===== src/rtl/knap_pkg.sv =====
// Shared types and sizing for the knapsack DP engine.
package knap_pkg;
    localparam int IDX_W  = 7;
    localparam int DATA_W = 32;
    localparam int ADDR_W = 16;
    localparam int MAX_CAP = 64;
    localparam logic [IDX_W-1:0] MAX_CAP_IDX = IDX_W'(MAX_CAP);

    typedef enum logic [2:0] {
        S_IDLE,
        S_CLEAR,
        S_WAIT_ITEM,
        S_RD_CUR,
        S_RD_PREV,
        S_WR,
        S_FIN_RD,
        S_FIN_CAP
    } state_t;
endpackage


===== src/rtl/knap_max_add.sv =====
// Candidate value prev+value (saturating when KNAP_SAT_ADD_EN is defined,
// wrapping otherwise) and unsigned max against cur; ties keep cur.
module knap_max_add
    import knap_pkg::*;
(
    input  logic [DATA_W-1:0] cur,
    input  logic [DATA_W-1:0] prev,
    input  logic [DATA_W-1:0] value,
    output logic [DATA_W-1:0] best
);
    logic [DATA_W-1:0] sum;

`ifdef KNAP_SAT_ADD_EN
    logic [DATA_W:0] sum_full;
    assign sum_full = {1'b0, prev} + {1'b0, value};
    assign sum = sum_full[DATA_W] ? '1 : sum_full[DATA_W-1:0];
`else
    assign sum = prev + value;
`endif

    assign best = (sum > cur) ? sum : cur;
endmodule


===== src/rtl/knapsack_dp_engine.sv =====
// 0/1 knapsack DP sequencer driving a 64-entry table; build option KNAP_SAT_ADD_EN.
// Handshake: an item transfers on a clk edge where item_valid && item_ready.
module knapsack_dp_engine
    import knap_pkg::*;
(
    input  logic              clk,
    input  logic              rst_n,
    input  logic              start,
    input  logic [IDX_W-1:0]  capacity,
    input  logic              item_valid,
    output logic              item_ready,
    input  logic [IDX_W-1:0]  item_weight,
    input  logic [DATA_W-1:0] item_value,
    input  logic              item_last,
    output logic              busy,
    output logic              done,
    output logic [DATA_W-1:0] result,
    output logic [ADDR_W-1:0] mem_addr,
    output logic              mem_rd_en,
    output logic              mem_wr_en,
    output logic [DATA_W-1:0] mem_wdata,
    input  logic [DATA_W-1:0] mem_rdata,
    output state_t            dbg_state
);
    state_t            state, state_d;
    logic [IDX_W-1:0]  w, w_d, cap, cap_d, wt, wt_d, idx;
    logic [DATA_W-1:0] val, val_d, cur, cur_d, result_q, result_d, best;
    logic              last, last_d, prev_zero, prev_zero_d;

    always_ff @(posedge clk) begin
        if (!rst_n) begin
            state     <= S_IDLE;
            w         <= '0;
            cap       <= '0;
            wt        <= '0;
            val       <= '0;
            last      <= 1'b0;
            cur       <= '0;
            prev_zero <= 1'b0;
            result_q  <= '0;
        end else begin
            state     <= state_d;
            w         <= w_d;
            cap       <= cap_d;
            wt        <= wt_d;
            val       <= val_d;
            last      <= last_d;
            cur       <= cur_d;
            prev_zero <= prev_zero_d;
            result_q  <= result_d;
        end
    end

    always_comb begin
        state_d     = state;
        w_d         = w;
        cap_d       = cap;
        wt_d        = wt;
        val_d       = val;
        last_d      = last;
        cur_d       = cur;
        prev_zero_d = prev_zero;
        result_d    = result_q;
        case (state)
            S_IDLE: if (start && capacity != '0) begin
                cap_d   = (capacity > MAX_CAP_IDX) ? MAX_CAP_IDX : capacity;
                w_d     = IDX_W'(1);
                state_d = S_CLEAR;
            end
            S_CLEAR: if (w == cap) state_d = S_WAIT_ITEM;
                     else          w_d = w + IDX_W'(1);
            S_WAIT_ITEM: if (item_valid) begin
                wt_d   = item_weight;
                val_d  = item_value;
                last_d = item_last;
                if (item_weight != '0 && item_weight <= cap) begin
                    w_d     = cap;
                    state_d = S_RD_CUR;
                end else if (item_last) begin
                    state_d = S_FIN_RD;
                end
            end
            S_RD_CUR: state_d = S_RD_PREV;
            S_RD_PREV: begin
                cur_d       = mem_rdata;
                prev_zero_d = (w == wt);
                state_d     = S_WR;
            end
            S_WR: if (w == wt) state_d = last ? S_FIN_RD : S_WAIT_ITEM;
                  else begin
                      w_d     = w - IDX_W'(1);
                      state_d = S_RD_CUR;
                  end
            S_FIN_RD: state_d = S_FIN_CAP;
            S_FIN_CAP: begin
                result_d = mem_rdata;
                state_d  = S_IDLE;
            end
            default: state_d = S_IDLE;
        endcase
    end

    knap_max_add u_max_add (
        .cur   (cur),
        .prev  (prev_zero ? '0 : mem_rdata),
        .value (val),
        .best  (best)
    );

    // Table strobes are decoded from the state registers only.
    always_comb begin
        idx = '0;
        case (state)
            S_CLEAR, S_RD_CUR, S_WR: idx = w;
            S_RD_PREV:               idx = w - wt;
            S_FIN_RD:                idx = cap;
            default:                 idx = '0;
        endcase
    end

    assign mem_addr   = {{(ADDR_W-IDX_W){1'b0}}, idx};
    assign mem_rd_en  = (state == S_RD_CUR) || (state == S_FIN_RD) ||
                        (state == S_RD_PREV && w != wt);
    assign mem_wr_en  = (state == S_CLEAR) || (state == S_WR);
    assign mem_wdata  = (state == S_WR) ? best : '0;
    assign item_ready = (state == S_WAIT_ITEM);
    assign busy       = (state != S_IDLE);
    assign done       = (state == S_FIN_CAP);
    assign result     = done ? mem_rdata : result_q;
    assign dbg_state  = state;
endmodule


===== config.mk =====
export PLATFORM = sky130hd
export DESIGN_NAME = knapsack_dp_engine
export DESIGN_NICKNAME = d
export VERILOG_FILES = /design/src/rtl/knap_pkg.sv /design/src/rtl/knap_max_add.sv /design/src/rtl/knapsack_dp_engine.sv
export SDC_FILE = /design/constraint.sdc
export NUM_CORES = 1
export LEC_CHECK = 0
export CAP_MARGIN = 5
export CORE_UTILIZATION = 50
export DETAILED_ROUTE_END_ITERATION = 12
export GPL_TIMING_DRIVEN = 0
export PLACE_DENSITY = 0.8
export SLEW_MARGIN = 10
export SYNTH_ARGS = -nofsm -noshare
export SYNTH_HDL_FRONTEND = slang
export SYNTH_SLANG_ARGS = --single-unit

===== constraint.sdc =====
create_clock -name clk -period 15.25 [get_ports clk]
set_clock_uncertainty 0.2 [all_clocks]
set_input_delay 2.2875 -clock clk [delete_from_list [all_inputs] [get_ports clk]]
set_output_delay 2.2875 -clock clk [all_outputs]
set_load 0.02 [all_outputs]

Word-level counts from Yosys, hierarchy flattened

Index checks and enable logic that the tools add are counted.

Flip-flop bits (word level): 122
Output and inout port bits: 88

Multiplexer cells: 20
Add/sub/neg operators: 4
Reductions and logical operators: 16
Magnitude comparators: 3
Eq/ne operators: 17

Operators with widths:

| kind                                                | number |
|---|---|
| two-way mux 32 bit                                  | 4 |
| two-way mux 7 bit                                   | 6 |
| adder 32 bit                                        | 1 |
| > comparator 32 bit                                 | 1 |
| one-hot mux 7 bit (4 select lines)                  | 1 |
| one-hot mux 3 bit (8 select lines)                  | 1 |
| two-way mux 3 bit                                   | 7 |
| one-hot mux 7 bit (3 select lines)                  | 1 |
| equality test 7 bit                                 | 2 |
| nonzero test 7 bit                                  | 2 |
| equality test 3 bit, second input constant          | 4 |
| inequality test 2 bit, second input constant        | 5 |
| adder 7 x 1 -> 7 bit, second input constant         | 1 |
| > comparator 7 bit, second input constant           | 1 |
| less-or-equal comparator 7 bit                      | 1 |
| inequality test 7 bit                               | 1 |
| subtractor 7 x 1 -> 7 bit, second input constant    | 1 |
| subtractor 7 bit                                    | 1 |
| equality test 3 x 2 -> 1 bit, second input constant | 2 |
| AND reduction 6 bit                                 | 1 |
| AND reduction 2 bit                                 | 2 |
| AND reduction 4 bit                                 | 1 |
| nonzero test 4 bit                                  | 1 |
| equality test 3 x 1 -> 1 bit, second input constant | 1 |
| 7 further kinds                                     | 11 |

Longest topological paths before layout

Gate-level depths: netlist of run 1.

Depth in word-level cells: 5
Depth in mapped cells: 23
Depth with buffers taken out: 19

Modules after synthesis

A second synthesis of run 1 with hierarchy kept.

Cells, all modules: 1,175
Area total of the unflattened synthesis: 9,490.4 um^2

Modules (own cells, without submodules):

| module             | area each (um^2) | times used | cells each |
|---|---|---|---|
| knapsack_dp_engine | 6,224.7          | 1          | 740 |
| knap_max_add       | 3,265.6          | 1          | 435 |

Least setup slack after synthesis of run 1

Ideal clock, no wire load.

Path type: input -> output
Start: in mem_rdata[0]
End: out mem_wdata[31]
Stages on the path: 20
Arrival: 6,635 ps
Setup slack: 6,127 ps
Data required time: 12,763 ps
Path buffers: 2
Cells stage by stage: nor2b_1 > ha_1 > fa_1 > a21o_1 > a221oi_1 > o21a_1 > a2111o_1 > a21oi_1 > or3_1 > and2_1 > ha_1 > nand4_1 > nor4_1 > nand3_1 > nand2_1 > o2bb2ai_1 > a31o_2 > clkbuf_1 > clkbuf_1 > a211oi_1

Cells in the longest elaborated chain, start to end: 5

Ends and longest elaborated chain:

| what                 | RTL line                  | text |
|---|---|---|
| start: declaration   | knapsack_dp_engine.sv:22  | `input logic [DATA_W-1:0] mem_rdata,` |
| two-way mux 32 bit * | knapsack_dp_engine.sv:105 | `.prev (prev_zero ? '0 : mem_rdata),` |
| adder 32 bit *       | knap_max_add.sv:18        | `assign sum = prev + value;` |
| > comparator 32 bit  | knap_max_add.sv:21        | `assign best = (sum > cur) ? sum : cur;` |
| two-way mux 32 bit * | knap_max_add.sv:21        |  |
| two-way mux 32 bit * | knapsack_dp_engine.sv:125 | `assign mem_wdata = (state == S_WR) ? best : '0;` |
| end: declaration     | knapsack_dp_engine.sv:21  | `output logic [DATA_W-1:0] mem_wdata,` |

Mark *: on every way between the ends. The rest lies on a longest branch, timed or not.

Final worst setup path of run 1

Same ends and word-level chain as after synthesis.

==> reports/results.txt, run 1 <==
Status: complete, no violations
FP Rows: 47
Synthesis-to-layout area growth: 28.78%
Count of pins over their slew limit: 0
Tmin final: 10.93 ns
Setup ws final: 4.321 ns
GRT Total Usage: 28.14%
Worst path slowest cell: clkdlybuf4s50_1
Setup TNS: 0 ns
N_diodes: 0
PwrDens: 116.9 nW/µm²
Worst min path class: reg2reg
DR vias: 8509
IO Port Bufs: 160
Seq/Total Area, Yosys: 28.26%
Setup Crit Path Kind: in2out
Peak supply drop: 0.00008925 V
CP bufs+invs: 4
PnR Total Power: 1.301 mW
CP Launch Type: primary input
Max Cap Violations: 0
HPWL Detailed: 18980 µm
Tcrit/Tclk final: 71.67%
Clock slew at reported path FFs: 0.06 ns
Fin. Hold Viols: 0
DRC: 0
Syn avg cell area: 7.772 µm²
Router iterations before antenna repair: 7
Crit path largest cell delay: 0.70 ns
TritonCTS clock tree: built
Overflow after GRT: 0
Die width: 133.5 µm
Crit path max fanout: 10
Routed len/inst: 16.25 µm
Critical R2R Launch: dbg_state[1]$_SDFFE_PN0P_
CP endpoint kind: output pin
Ys flop type: dfxtp_1
Die Y: 133.5 µm
I/O Pins: 171
Hold endpoint: wt[3]$_SDFFE_PN0P_
Actual slew at the worst max-slew pin: 0.7698 ns
H-tree levels: 4
Post-CTS repair timing setup buffer count: 0
Crit-path cells: clkdlybuf4s50_1, nor2b_1, ha_1, fa_1, a21o_1, a221oi_1, o21a_1, a21o_1, a211oi_1, or3_1, and2_1, ha_1, nand4_1, nor4_1, nand3_1, nand2_1, o2bb2ai_1, a31o_2, clkbuf_1, clkbuf_1, a211oi_1, clkdlybuf4s50_1
Total CTS buffers: 17
Core area: 16700 µm²
Fmax: 0.09150 GHz
Largest area contributor in the netlist: dfxtp_1
Clk buf depth: 2
Main area contributors after synthesis: dfxtp_1, ha_1, nand2_1
Pre-CTS setup slack: 4.430 ns
Hold path startpoint: wt[3]$_SDFFE_PN0P_
Yosys top cell area share: 28.26%
Worst Hold Slack: 0.2546 ns
Yosys cell types: 66
Clk_lat worst skew: 0.43 ns
Critical path arrival: 8.44 ns
Vias in the first global route: 7922
Initial Util: 51.75%
# clock sinks: 122
CTS resizes: 0
Hold Crit Depth: 2
Endpoints failing setup: 0
Seq cells post-synth: 122
Unrepaired setup endpoints after global routing: false
Root buffer cell: clkbuf_16
Required @ worst endpoint: 12.76 ns
Post-route ant nets: 0
Initial antenna violation count: 0
Synth top cells by count: nand2_1, a21oi_1, dfxtp_1
Placed inst area: 10550 µm²
Crit path max-delay family: compound AO/OA/AOI/OAI gates
Cell area after synthesis: 8642 µm²
Slew HR: 48.68%
Cts hold-fix bufs: 0
Largest net degree at the start of global routing: 17
Die area: 17810 µm²
RR Endpoint: w[6]$_SDFFE_PN0P_
Vias per std cell: 5.554
Leakage: 4.601 nW
Count leader, synth: nand2_1
FF-to-FF setup slack: 11.47 ns
Synth Instances: 1112
Iteration-0 DRC Markers: 588
Yosys warns: 0
Post-layout net count: 1466
Fraction of layout cells with a size suffix above 1: 7.088%
FFs w/ async S/R, synth: 0%
First-pass GRT wire length: 39540 µm
Design area: 11130 µm²
Final wirelength: 24890 µm
GPL Wtd Cong: 0.9233
EDFF count, synth: 0
FF-to-FF path depth: 14
area by class of cell:
class	count	area [µm²]
buffer	69	302.8
fill	1444	5572
tap	220	275.3
sequential	122	2442
clock buffer	20	456.7
inverter	61	229.0
timing repair buffer	160	1602
clock inverter	12	123.9
multi-input combinational	868	5698
worst max path at each step:
stage | from | end | slack [ns] | depth (start not counted)
6_report | mem_rdata[0] | mem_wdata[31] | 4.32 | 22
5_1_grt | mem_rdata[0] | mem_wdata[31] | 4.04 | 22
4_1_cts | mem_rdata[0] | mem_wdata[31] | 4.39 | 22
3_5_place_dp | mem_rdata[0] | mem_wdata[31] | 4.43 | 22
3_3_place_gp | mem_rdata[0] | mem_wdata[31] | 4.48 | 22
2_1_floorplan | mem_rdata[0] | mem_wdata[31] | 6.13 | 20
through the flow:
stage | util [%] | instances
global route | 66.64 | 1532
detailed placement | 63.16 | 1500
finish | 66.64 | 1532
CTS | 66.64 | 1532
floorplan | - | 1120
global placement | 63.16 | 1500
worst min-delay path: stages, from the launching register on:
cell and delay (ns):
dfxtp_1 0.31, nand2_1 0.05, a21oi_1 0.05
sequential cells by signal, summed over array words and instances (netlist names):
signal     flops
last           1
prev_zero      1
dbg_state      3
w              7
result_q      32
cur           32
val           32
wt             7
cap            7
per-layer routing:
| layer | routed length [µm] | global-route usage (%) | vias to the layer above |
|---|---|---|---|
| met5 | 0 | 0 | - |
| met3 | 1747 | 6.202 | 49 |
| met4 | 669 | 10.48 | 0 |
| met2 | 11500 | 46.24 | 330 |
| li1 | - | - | 4200 |
| met1 | 10970 | 35.97 | 3930 |
logic make-up after synthesis:
group,synth area share (%)
AND/OR/NAND/NOR,21.83
AO/OA/AOI/OAI,19.20
buffers and inverters,6.153
flip-flops,28.26
adder cells (fa/ha/maj),12.42
multiplexers,7.427
XOR/XNOR,4.662
other,0.04339
report_power, final:
group / switching [mW] / internal (mW) / leakage [nW]
clock: 0.152 / 0.247 / 0.278
sequential: 0.0293 / 0.345 / 0.986
combinational: 0.305 / 0.223 / 3.34
total: 0.486 / 0.815 / 4.60
placed cells by master (no fill, tap or decap), types with 14 or more instances in the layout:
cell type | netlist | layout
a21oi_1 | 134 | 134
dfxtp_1 | 122 | 122
a21o_1 | 36 | 36
mux2i_1 | 27 | 27
and2_1 | 38 | 38
nor2b_1 | 34 | 34
nor2_1 | 62 | 62
mux2_2 | 33 | 33
clkdlybuf4s50_1 | 0 | 160
nand3_1 | 15 | 15
nand4_1 | 14 | 14
clkbuf_1 | 49 | 50
o21ai_0 | 27 | 27
xor2_1 | 15 | 15
clkbuf_16 | 0 | 17
inv_1 | 59 | 59
xnor2_1 | 31 | 31
a211oi_1 | 15 | 15
nand2_1 | 182 | 182
ha_1 | 81 | 81
(Power assumes the default switching activity.)
==> run 2: changes to the inputs <==
- CORE_UTILIZATION: 50 -> 48
- clock period: 15.25 -> 9.6 ns (I/O delays scaled with it)
==> run 2 against run 1 <==
Compared with the run above:
- power grew 65%
- non-clock buffer count is the same
- register-to-register slack lost 5.8 ns
- highest routed layer unchanged
==> reports/results.txt, run 2 (synthesis gave the netlist of run 1 again) <==
Status: complete, no violations
Logic pwr share: 38.7% (-1.9 points)
Commonest non-fill, non-tap cell in the layout: nand2_1
Worst min path class: reg2reg
Design area: 11240 µm² (+1.0%)
M1 wire length: 11070 µm (+0.86%)
GRT Total Usage: 27.99% (-0.15 points)
HPWL Detailed: 19300 µm (+1.7%)
Peak supply drop: 0.0001489 V (+67%)
# clock sinks: 122 (unchanged)
Core area: 17420 µm² (+4.3%)
FP Rows: 48 (+2.1%)
Router iterations before antenna repair: 6 (-1)
Setup TNS: 0 ns (unchanged)
Synthesis-to-layout area growth: 30.07%
Slew HR: 54.21% (+5.5 points)
Sequential Power Share: 27.7% (-1.1 points)
Total CTS buffers: 17 (unchanged)
Met3 wire len: 1658 µm (-5.1%)
Initial Util: 49.62% (-2.1 points)
Hold Crit Depth: 2 (unchanged)
Count of pins over their slew limit: 0 (unchanged)
Die area: 18550 µm² (+4.1%)
Crit-path cells: clkdlybuf4s50_1, nor2b_1, ha_1, fa_1, a21o_1, a221oi_2, o21a_1, a21o_1, a211oi_1, or3_1, and2_1, ha_1, nand4_1, nor4_2, nand3_1, nand2_1, o2bb2ai_1, a31o_2, clkbuf_1, clkbuf_1, o31ai_1, clkdlybuf4s50_1
First-pass GRT wire length: 40030 µm (+1.2%)
Vias in the first global route: 8011 (+1.1%)
Clk buf depth: 2 (unchanged)
CP endpoint kind: output pin
Sw Share: 36.30% (-1.0 points)
Iteration-0 DRC Markers: 597 (+1.5%)
Routed len/inst: 16.27 µm (+0.12%)
Largest registers: cur (32), result_q (32), val (32)
PwrDens: 191.4 nW/µm² (+64%)
Largest net degree at the start of global routing: 17 (unchanged)
Internal power: 1.371 mW (+68%)
Tcrit/Tclk final: 94.70%
PnR Total Power: 2.152 mW (+65%)
Max layer used: met4
GPL Wtd Cong: 0.9489 (+2.8%)
Vias per std cell: 5.459 (-1.7%)
Post-layout net count: 1466 (unchanged)
DR vias: 8391 (-1.4%)
Pre-CTS setup slack: 0.3528 ns (-4.077 ns)
Required @ worst endpoint: 7.96 ns (-4.80 ns)
FF-to-FF path depth: 14 (unchanged)
Die width: 136.2 µm (+2.0%)
Tmin final: 9.092 ns
Worst path slowest cell: clkdlybuf4s50_1
H-tree levels: 4 (unchanged)
TritonCTS clock tree: built
Clock network fraction of total power: 33.6% (+3.0 points)
Die Y: 136.2 µm (+2.0%)
Worst Hold Slack: 0.2549 ns (+0.0003130 ns)
CP Launch Type: primary input
Placed inst area: 10560 µm² (about the same)
Final wirelength: 25000 µm (+0.44%)
Fin. Hold Viols: 0 (unchanged)
Clock slew at reported path FFs: 0.06 ns (about the same)
Most frequent cells in the layout: nand2_1, clkdlybuf4s50_1, a21oi_1
Setup Crit Path Kind: in2out
Root buffer cell: clkbuf_16
FF-to-FF setup slack: 5.71 ns (-5.76 ns)
IO Port Bufs: 160 (unchanged)
Fmax: 0.1100 GHz
Post-route ant nets: 0 (unchanged)
Critical path arrival: 7.45 ns (-0.99 ns)
Crit path max fanout: 10 (unchanged)
NetSw: 0.7811 mW (+61%)
DRC: 0 (unchanged)
Leakage: 4.647 nW (+0.99%)
Hold endpoint: wt[5]$_SDFFE_PN0P_
Unrepaired setup endpoints after global routing: false
Endpoints failing setup: 0 (unchanged)
Crit path largest cell delay: 0.68 ns (-0.02 ns)
Post-CTS repair timing setup buffer count: 0 (unchanged)
N_diodes: 0 (unchanged)
Max Cap Violations: 0 (unchanged)
Hold path startpoint: wt[5]$_SDFFE_PN0P_
Actual slew at the worst max-slew pin: 0.6869 ns (-0.08290 ns)
Clk_lat worst skew: 0.44 ns (about the same)
Overflow after GRT: 0 (unchanged)
Setup ws final: 0.5085 ns (-3.812 ns)
DR WL met2: 11480 µm (-0.19%)
Crit path max-delay family: compound AO/OA/AOI/OAI gates
Fraction of layout cells with a size suffix above 1: 7.546% (+0.46 points)
Critical R2R Launch: dbg_state[1]$_SDFFE_PN0P_
Initial antenna violation count: 0 (unchanged)
CP bufs+invs: 4 (unchanged)
RR Endpoint: w[6]$_SDFFE_PN0P_
I/O Pins: 171 (unchanged)
run 2: cell types whose count changed in the layout (fill, tap and decap cells not counted), sizes merged:
cell	delta
clkinvlp	-2
clkbuf	-2
bufinv	+3
clkinv	-1
inv	+2
run 2: routing by layer:
layer / up-vias / track usage, %
met1: 3836 / 35.60
met3: 58 / 5.444
li1: 4193 / -
met4: 0 / 12.65
met5: - / 0
met2: 304 / 45.54
run 2: power groups by stage:
| stage | Sequential (mW) | Clock, mW | Combinational [mW] |
|---|---|---|---|
| global route | 0.600 | 0.754 | 0.928 |
| finish | 0.595 | 0.724 | 0.833 |
| floorplan | 0.593 | 0 | 0.589 |
| CTS | 0.594 | 0.729 | 0.825 |
| detailed placement | 0.604 | 0 | 0.818 |
| global placement | 0.603 | 0 | 0.804 |
run 2: how the worst max path moves through the flow:
| stage | to | start | depth (start not counted) |
|---|---|---|---|
| 2_1_floorplan | mem_wdata[31] | mem_rdata[0] | 20 |
| 3_3_place_gp | mem_wdata[31] | mem_rdata[0] | 22 |
| 3_5_place_dp | mem_wdata[31] | mem_rdata[0] | 22 |
| 4_1_cts | mem_wdata[31] | mem_rdata[0] | 22 |
| 5_1_grt | mem_wdata[25] | mem_rdata[0] | 22 |
| 6_report | mem_wdata[20] | mem_rdata[0] | 22 |
run 2: final cells by class:
| type | instances | area [µm²] |
|---|---|---|
| fillers | 1511 | 6176 |
| multi-input cells | 868 | 5725 |
| flip-flops and latches | 122 | 2442 |
| repair buffers | 160 | 1602 |
| clock buffers | 18 | 439.2 |
| plain buffers | 69 | 302.8 |
| well taps | 225 | 281.5 |
| inverters | 61 | 229.0 |
| clock inverters | 14 | 219.0 |
run 2: timing repair:
action                                  in CTS  in global routing
resized for setup                            0                  5
endpoints found under the setup margin       0                  9
hold buffers                                 0                  0
run 2: through the flow:
step / utilization (%) / std cells
after floorplan: - / 1120
after global placement: 60.60 / 1505
after detailed placement: 60.60 / 1505
after CTS: 64.38 / 1537
after global routing: 64.54 / 1537
final: 64.54 / 1537
run 2: worst reg2reg max path, stage by stage, from the launching register on:
cell and delay [ns]:
dfxtp_1 0.38, buf_2 0.22, nand2b_1 0.21, clkinv_1 0.25, nand2_1 0.41, inv_1 0.34
fa_1 0.50, a21o_1 0.20, a21oi_1 0.26, o21bai_1 0.10, a21oi_1 0.19, xnor2_1 0.15
o22ai_1 0.10, mux2i_1 0.17, nor2_1 0.06
==> patch: new RTL, settings of run 2 <==
Build with the macro `KNAP_SAT_ADD_EN` defined.
--- a/src/rtl/knap_max_add.sv
+++ b/src/rtl/knap_max_add.sv
@@ -1,4 +1,6 @@
 // Candidate value prev+value (saturating when KNAP_SAT_ADD_EN is defined,
 // wrapping otherwise) and unsigned max against cur; ties keep cur.
+`define KNAP_SAT_ADD_EN
+
 module knap_max_add
     import knap_pkg::*;
Behaviour: not the same (a bounded check fails within 10 cycles, from zero or initial values and one cycle with rst_n low).
==> patch against run 2 <==
Sequential cell count did not move; combinational power rose by 7.3%; wire length rose by 9.5%; power fell by 2.9%; synthesized area rose by 4.9%; worst hold slack improved by 7.3 ps; sequential share of layout area fell by 0.65 points; setup slack got worse by 230 ps; cell area rose by 3.1%; count of clock-buffer cells in the layout rose by 1; critical path type unchanged; largest cell class unchanged; highest routed layer unchanged.
==> patch: results (changes against run 2) <==
Outcome
  • Status: finished, final reports clean

Detailed routing
  • Vias: 8964 (+6.8%)
  • Initial DRC count: 678 (+14%)
  • Met1 Wirelength: 12.12 mm (+9.5%)
  • Final WL: 27.37 mm (+9.5%)
  • WL met3: 1.952 mm (+18%)

Logic synthesis
  • Sequential fraction of the synthesis area: 0.2694 (-0.01322)
  • Post-Synth Adder-Cell Area: 0.1198 (-0.004432)
  • Synth unique cells: 59 (-11%)
  • Synth top area share: 0.2694 (-0.01322)
  • Synth top cells by count: nand2_1, dfxtp_1, ha_1
  • Compound-Gate Fraction of Synth Area: 0.2306 (+0.03863)
  • Xor-xnor portion of the synthesized cell area: 0.04444 (-0.002181)
  • Mapped Cells: 1188 (+6.8%)

Place
  • DP Area: 10970 sq um (+4.0%)
  • Placer congestion estimate: 0.9588 (+1.0%)

GRT
  • GRT met1 Usage: 0.3750 (+0.01898)
  • Met3 usage: 0.04886 (-0.005573)
  • Met2 track demand over resource: 0.4681 (+0.01269)

Timing
  • Worst slew margin: 0.4124 (-0.1297)

Finish
  • # fillers: 1579 (+4.5%)
  • Final core occ: 0.6363 (-0.009107)
  • Non-clock buffers: 236 (+3.1%)
  • Invs w/o clock: 72 (+18%)
  • Layout cell share with drive strength beyond 1: 0.06792 (-0.007538)
  • Clkbuf count: 19 (+1)
  • Fraction of area in multi-input gates: 0.5260 (+0.01668)
  • Clock-cell share: 0.04428 (-0.01427)

Power
  • Peak VDD IR: 0.0001515 V (+1.7%)
  • Leak: 4.965 nW (+6.8%)
  • P_sw: 811.6 uW (+3.9%)

Worst setup path
  • Worst EP arrival: 7680 ps (+230 ps)
  • CP max stage delay: 560 ps (-120 ps)
  • Reg2Reg Depth: 13 (-1)
==> patch: changes by cell type after synthesis, sizes merged, moves of 7 or more <==
cell	change
a211oi	+19
a21oi	-58
xor2	+7
nor2b	+14
mux2i	-25
a221o	+7
a21boi	+76
xnor2	-7
nand2	+26
inv	+11
a21o	-13
clkbuf	+9
nor2	+16
o21ai	+15
==> patch: worst paths after layout <==
kind | start | end | slack, ps
setup / recovery | mem_rdata[0] | mem_wdata[24] | 280
hold reg to reg | wt[3]$_SDFFE_PN0P_ | wt[3]$_SDFFE_PN0P_ | 260
hold / removal | wt[3]$_SDFFE_PN0P_ | wt[3]$_SDFFE_PN0P_ | 260
setup reg to reg | dbg_state[0]$_SDFFE_PN0P_ | w[6]$_SDFFE_PN0P_ | 5680
==> patch: power groups by stage <==
stage	logic (mW)	clock network [mW]	registers [mW]
finish	0.894	0.577	0.618
global route	0.995	0.599	0.623
CTS	0.876	0.579	0.616
detailed placement	0.860	0	0.626
global placement	0.843	0	0.625
floorplan	0.622	0	0.606
